`src/rtl/lfsr_misr_rx.sv`:
```
// Multiple-input signature register: compacts 8-bit pattern beats into a signature and
// compares it against a golden value, driven by the 14-bit PRPG instruction word format.
module lfsr_misr_rx #(
  parameter int unsigned W    = 8,
  parameter int unsigned OP_W = 6
) (
  input  logic               clk,
  input  logic               rst_n,
  input  logic               ctl_valid,
  output logic               ctl_ready,
  input  logic [OP_W+W-1:0]  ctl_word,
  input  logic               din_valid,
  output logic               din_ready,
  input  logic [0:W-1]       din,
  output logic [0:W-1]       sig,
  output logic               busy,
  output logic               chk_valid,
  output logic               pass,
  output logic               err_op,
  output logic               halted
);

  typedef enum logic [1:0] {StIdle, StCompact, StHalt} state_e;

  localparam logic [OP_W-1:0] OpCfgTap  = OP_W'(6'b000001);
  localparam logic [OP_W-1:0] OpInitSig = OP_W'(6'b000010);
  localparam logic [OP_W-1:0] OpRun     = OP_W'(6'b000011);
  localparam logic [OP_W-1:0] OpSetGold = OP_W'(6'b001000);
  localparam logic [OP_W-1:0] OpCheck   = OP_W'(6'b001001);
  localparam logic [OP_W-1:0] OpHalt    = OP_W'(6'b111111);

  state_e         state_q, state_d;
  logic [0:W-1]   sig_q, sig_d;
  logic [W-2:0]   tap_q, tap_d;
  logic [0:W-1]   golden_q, golden_d;
  logic [W-1:0]   cnt_q, cnt_d;
  logic           pass_q, pass_d;
  logic           chk_q, chk_d;
  logic           err_q, err_d;
  logic [0:W-1]   misr;

  logic [OP_W-1:0] opcode;
  logic [W-1:0]    arg;
  logic            shamt;
  logic [W-2:0]    funct;

  assign opcode = ctl_word[OP_W+W-1:W];
  assign arg    = ctl_word[W-1:0];
  assign shamt  = ctl_word[W-1];
  assign funct  = ctl_word[W-2:0];

  // With din=0 this is exactly the generator's run step, so a shared seed/tap tracks it.
  always_comb begin
    misr    = '0;
    misr[0] = sig_q[W-1] ^ din[0];
    for (int i = 1; i < W; i++) begin
      misr[i] = sig_q[i-1] ^ (tap_q[W-1-i] & sig_q[W-1]) ^ din[i];
    end
  end

  always_comb begin
    state_d  = state_q;
    sig_d    = sig_q;
    tap_d    = tap_q;
    golden_d = golden_q;
    cnt_d    = cnt_q;
    pass_d   = pass_q;
    chk_d    = 1'b0;
    err_d    = 1'b0;
    unique case (state_q)
      StIdle: begin
        if (ctl_valid) begin
          case (opcode)
            OpCfgTap: begin
              if (shamt) err_d = 1'b1;
              else       tap_d = funct;
            end
            OpInitSig: sig_d = arg;
            OpRun: begin
              if (arg != '0) begin
                cnt_d   = arg;
                state_d = StCompact;
              end
            end
            OpSetGold: golden_d = arg;
            OpCheck: begin
              pass_d = (sig_q == golden_q);
              chk_d  = 1'b1;
            end
            OpHalt:  state_d = StHalt;
            default: err_d = 1'b1;
          endcase
        end
      end
      StCompact: begin
        if (din_valid) begin
          sig_d = misr;
          cnt_d = cnt_q - 1'b1;
          if (cnt_q == W'(1)) state_d = StIdle;
        end
      end
      StHalt: ;
      default: state_d = StIdle;
    endcase
  end

  always_ff @(posedge clk or negedge rst_n) begin
    if (!rst_n) begin
      state_q  <= StIdle;
      sig_q    <= '0;
      tap_q    <= '0;
      golden_q <= '0;
      cnt_q    <= '0;
      pass_q   <= 1'b0;
      chk_q    <= 1'b0;
      err_q    <= 1'b0;
    end else begin
      state_q  <= state_d;
      sig_q    <= sig_d;
      tap_q    <= tap_d;
      golden_q <= golden_d;
      cnt_q    <= cnt_d;
      pass_q   <= pass_d;
      chk_q    <= chk_d;
      err_q    <= err_d;
    end
  end

  // Gated with rst_n so every output reads 0 while reset is held.
  assign ctl_ready = (state_q == StIdle) & rst_n;
  assign din_ready = (state_q == StCompact);
  assign busy      = (state_q == StCompact);
  assign halted    = (state_q == StHalt);
  assign sig       = sig_q;
  assign chk_valid = chk_q;
  assign pass      = pass_q;
  assign err_op    = err_q;

endmodule

```
`config.mk`:
```
export PLATFORM = sky130hd
export DESIGN_NAME = lfsr_misr_rx
export DESIGN_NICKNAME = d
export VERILOG_FILES = /design/src/rtl/lfsr_misr_rx.sv
export SDC_FILE = /design/constraint.sdc
export NUM_CORES = 1
export LEC_CHECK = 0
export CORE_UTILIZATION = 56
export DETAILED_ROUTE_END_ITERATION = 16
export PLACE_DENSITY = 0.85
export RECOVER_POWER = 50
export SLEW_MARGIN = 20
export SYNTH_ARGS = -nofsm -noshare
export SYNTH_HDL_FRONTEND = slang
export SYNTH_SLANG_ARGS = --single-unit
```
`constraint.sdc`:
```
create_clock -name clk -period 4.7 [get_ports clk]
set_clock_uncertainty 0.1 [all_clocks]
set_input_delay 0.705 -clock clk [delete_from_list [all_inputs] [get_ports clk]]
set_output_delay 0.705 -clock clk [all_outputs]
set_load 0.005 [all_outputs]
```
; After elaboration in Yosys (flattened, before gate mapping)
; Cells that the tools add are included.
[classes]
bitwise_logic = 25
shifts = 0
n_eq_ne = 18
reduce_logical = 10
n_mul = 0
n_mux = 22
order_cmp = 0
n_div = 0
addsub = 1
[op_table]
columns = op, count
row1 = 2-to-1 mux 8 bit, 7
row2 = one-hot mux 8 bit (2 select lines), 2
row3 = XOR 1 bit, 15
row4 = "== test 6 x 2 -> 1 bit, second input constant", 2
row5 = "== test 6 x 4 -> 1 bit, second input constant", 2
row6 = bitwise AND 1 bit, 8
row7 = "== test 8 x 1 -> 1 bit, second input constant", 1
row8 = == test 8 bit, 1
row9 = 2-to-1 mux 2 bit, 4
row10 = AND reduction 4 bit, 2
row11 = nonzero test 8 bit, 1
row12 = "subtractor 8 x 1 -> 8 bit, second input constant", 1
row13 = "== test 6 x 1 -> 1 bit, second input constant", 1
row14 = "== test 6 bit, second input constant", 1
row15 = 2-to-1 mux 1 bit, 6
row16 = "!= test 2 x 1 -> 1 bit, second input constant", 3
row17 = "!= test 2 bit, second input constant", 3
row18 = one-hot mux 2 bit (3 select lines), 1
row19 = AND reduction 3 bit, 2
row20 = AND reduction 6 bit, 1
row21 = AND reduction 5 bit, 1
row22 = OR reduction 5 bit, 1
row23 = one-hot mux 2 bit (2 select lines), 1
row24 = "!= test 3 x 1 -> 1 bit, second input constant", 1
row25 = other kinds (7), 8
[word_totals]
word_cells = 84
romBits = 0
inputBits = 26
output_inout_bits = 15
ff_bits = 36
memories = 0
latchBits = 0
ram_bits = 0

; Longest topological paths before layout
[depth]
word_depth = 5
mapped_depth = 7
ltp_nobuf = 6

; Least setup slack after synthesis
; No wires, ideal clock.
[synth_timing]
path_type = input to register
startpoint = input port ctl_valid
endpoint = register tap_q[0]
cell_stages = 5
path_buffers = 1
required_ps = 4475
arrival_ps = 2334
setup_slack_ps = 2141
cell_sequence = or3b_4 > or3b_4 > or4_4 > buf_6 > mux2_4
[synth_via]
elab_chain_cells = 1
[synth_lines]
columns = element, line_no
row1 = from (decl), 9  ; input logic ctl_valid,
row2 = AND reduction 4 bit (no line), -
row3 = to (signal assigned), 120  ; tap_q <= tap_d;
row4 = to (decl), 34  ; logic [W-2:0] tap_q, tap_d;
; No other way between the ends.
; A chain may end at the register's enable or synchronous reset.

; Worst setup path after layout
[layout_timing]
startpoint = register state_q[0]
endpoint = output port din_ready
[layout_via]
elab_chain_cells = 1
[layout_lines]
columns = element, line_no
row1 = from (decl), 32  ; state_e state_q, state_d;
row2 = from (signal assigned), 109  ; state_q <= StIdle;
row3 = from (signal assigned), 118  ; state_q <= state_d;
row4 = == test 2 x 1 -> 1 bit, 131  ; assign din_ready = (state_q == StCompact);
row5 = to (decl), 13  ; output logic din_ready,
; No other way between the ends.

==> out/qor.txt <==
Crit path depth: 3
worst r2r src: state_q[0]
Skew-Pair Late Insertion Delay: 0.29 ns
Static Leak: 1.163 nW
DRC viols: 0
Area Overhead vs Synth: 23.53%
Fmax achieved: 308.5 MHz
Synth cell types: 41
total negative setup slack: 0 ns
CP endpoint kind: output pin
CP Max Fanout: 28
Synth Register Bits: 36
Gate power share: 9.4%
gpl congestion: 0.7794
commonest non-fill, non-tap cell in the layout: dfrtp_1
fin crit share: 68.97%
Arr. time, crit path: 2.44 ns
clock power share: 37.2%
setup bufs post-CTS: 0
Setup CP Type: reg2out
critical path data required time: 3.89 ns
clk slew on worst S/H paths: 0.07 ns
first-pass GRT wire length: 8004 um
core area: 3468 um^2
Post-Syn Area: 2101 um^2
clock period minus final worst setup slack: 3.241 ns
CP Cell Sequence: or2b_1, inv_1, clkdlybuf4s50_1
number of global-route vias before repair: 1,722
switching portion of total power: 24.11%
layout cells sized above 1: 13.93%
Setup crit end: din_ready
synthesized instance count: 205
Post-DRT Antenna Nets: 0
Slew Limit Headroom: 42.51%
Hold Buf Count CTS: 0
Avg WL per Cell: 16.59 um
Worst-Margin Slew: 0.8623 ns
DRT iter0 DRCs: 112
row cnt: 21
TritonCTS clock tree: yes
DR pass1 iterations: 4
critical path launch point type: flip-flop
CTS Buffer Depth: 2
Filler cells: 258
reg2reg setup slack: 2.25 ns
Buf/Inv on CP: 2
Via density: 5.828
Crit path largest cell delay: 0.76 ns
most frequent cells in the layout: dfrtp_1 (36), clkdlybuf4s50_1 (33), nand2_1 (22)
Ant. Diodes: 0
final net count: 271
Power Dens Cells: 224.6 nW/um^2
Max VDD drop: 0.1968 mV
largest net degree at the start of global routing: 38
syn nets: 233
Max-cap violations: 0
status: finished clean
syn avg cell area: 10.25 um^2
Cell Int Power: 0.4423 mW
Clock Root Buffer: clkbuf_8
Finish-stage setup viols: 0
Final Max Tran Viols: 0
dpl hpwl: 3532 um
die area: 4001 um^2
top cell family by delay on the critical path: buffers and inverters
RSZ-0062 raised after global routing: no
total track usage: 26.34%
Fin. Hold Viols: 0
Die Wd: 63.25 um
# IOs: 41
clock sink count: 36
HP Start: tap_q[6]
Routed WL: 4811 um
Worst R2R Path Depth: 4
residual overflow from global routing: 0
switching power total: 0.1405 mW
initial antenna violation count: 0
Num CTS Buffers: 5
CP Launch Point: state_q[0]
yosys warns: 0
Gates resized, CTS repair: 0
sequential fraction of the synthesis area: 42.88%
H-tree lvl count: 2
Port Buf Inserts: 40
Hold Path Class: reg2reg
Starting Density: 60.57%
total power draw: 0.5828 mW
Reg power frac: 53.4%
Worst path slowest cell: or2b_1
vias post-DR: 1,690
reg-to-reg endpoint: tap_q[6]
Die H: 63.25 um
## per-layer routing
layer	vias to the layer above	share of wire [%]	wire length [um]	global-route usage, %
li1	809	-	-	-
met5	-	0	0	0
met1	810	44	2137	33.02
met4	0	1.5	72	9.375
met3	9	6.3	301	6.703
met2	62	48	2300	43.82
## registers in the layout, summed over array words and instances, names as in the netlist
register and count:
chk_valid 1, cnt_q 8, err_op 1, golden_q 8
pass 1, sig 8, state_q 2, tap_q 7
## stage by stage
stage	utilization, %	setup WS, ns	cell area [um^2]	std cells	hold WS, ns
floorplan	-	2.141	2101	205	0.3094
global placement	72.37	1.621	2510	282	0.4008
detailed placement	72.37	1.582	2510	282	0.3970
CTS	74.89	1.490	2597	290	0.4242
global route	74.82	1.303	2595	290	0.4427
finish	74.82	1.459	2595	290	0.4194
## how the worst min path moves through the flow
stage                      endpoint  slack (ns)  depth (start not counted)
after floorplan           chk_valid        0.31                          0
final                      tap_q[6]        0.42                          1
after global routing       tap_q[4]        0.44                          1
after CTS                  tap_q[6]        0.42                          1
after global placement     tap_q[6]        0.40                          1
after detailed placement   tap_q[6]        0.40                          1
## power by group through the flow
stage	sequential [mW]	clock (mW)	combinational, mW
finish	0.311	0.217	0.0547
floorplan	0.317	0	0.0169
global placement	0.317	0	0.0543
detailed placement	0.317	0	0.0553
CTS	0.311	0.220	0.0555
global route	0.311	0.237	0.0597
## logic make-up after synthesis
kind of cell | count (synthesis) | synth area share, %
and+or+nand+nor | 62 | 15.07
AOI/OAI and AO/OA | 42 | 13.40
DFF | 36 | 42.88
muxes | 25 | 14.53
xor gates and xnor gates | 22 | 9.172
buffers and inverters | 16 | 3.752
adders and majority gates | 2 | 1.191
## cells in the mapped netlist
library cell | instances | area share (%)
a32oi_1 | 1 | 0.42
xor2_1 | 1 | 0.42
inv_1 | 6 | 1.1
ha_1 | 2 | 1.2
nor3_1 | 4 | 0.95
nand2b_1 | 3 | 0.89
buf_1 | 1 | 0.18
a21boi_0 | 1 | 0.36
o21a_1 | 2 | 0.71
mux2_2 | 16 | 8.6
or3_1 | 2 | 0.60
nand4_1 | 3 | 0.89
and3_1 | 2 | 0.60
or3b_4 | 2 | 1.1
a31oi_1 | 2 | 0.60
buf_4 | 1 | 0.36
nor2_1 | 13 | 2.3
dfrtp_1 | 36 | 43
a311oi_1 | 1 | 0.42
buf_6 | 2 | 1.1
or4_4 | 1 | 0.54
clkbuf_1 | 6 | 1.1
o21ai_0 | 15 | 3.6
or4_1 | 2 | 0.71
o31a_1 | 2 | 0.83
mux2_4 | 7 | 5.0
mux2i_1 | 2 | 0.95
xnor2_1 | 21 | 8.8
o22a_1 | 1 | 0.42
o32a_1 | 1 | 0.48
nand3b_1 | 1 | 0.36
nand2_1 | 22 | 3.9
nor3b_1 | 1 | 0.36
o41ai_1 | 8 | 3.3
nor4_1 | 3 | 0.89
a21o_1 | 1 | 0.36
and2_1 | 1 | 0.30
a21oi_1 | 6 | 1.4
nor2b_1 | 1 | 0.30
or2b_1 | 1 | 0.36
a32o_1 | 1 | 0.48
## cell type report
| class | instances | area, um^2 | area share (%) |
|---|---|---|---|
| flip-flops and latches | 36 | 900.9 | 34.72 |
| repair buffers | 41 | 407.9 | 15.72 |
| clock buffers | 5 | 68.82 | 2.652 |
| well taps | 46 | 57.56 | 2.218 |
| clock inverters | 3 | 18.77 | 0.7232 |
| inverters | 6 | 22.52 | 0.8679 |
| multi-input cells | 153 | 1119 | 43.10 |
Power figures use the tool's default switching activity.
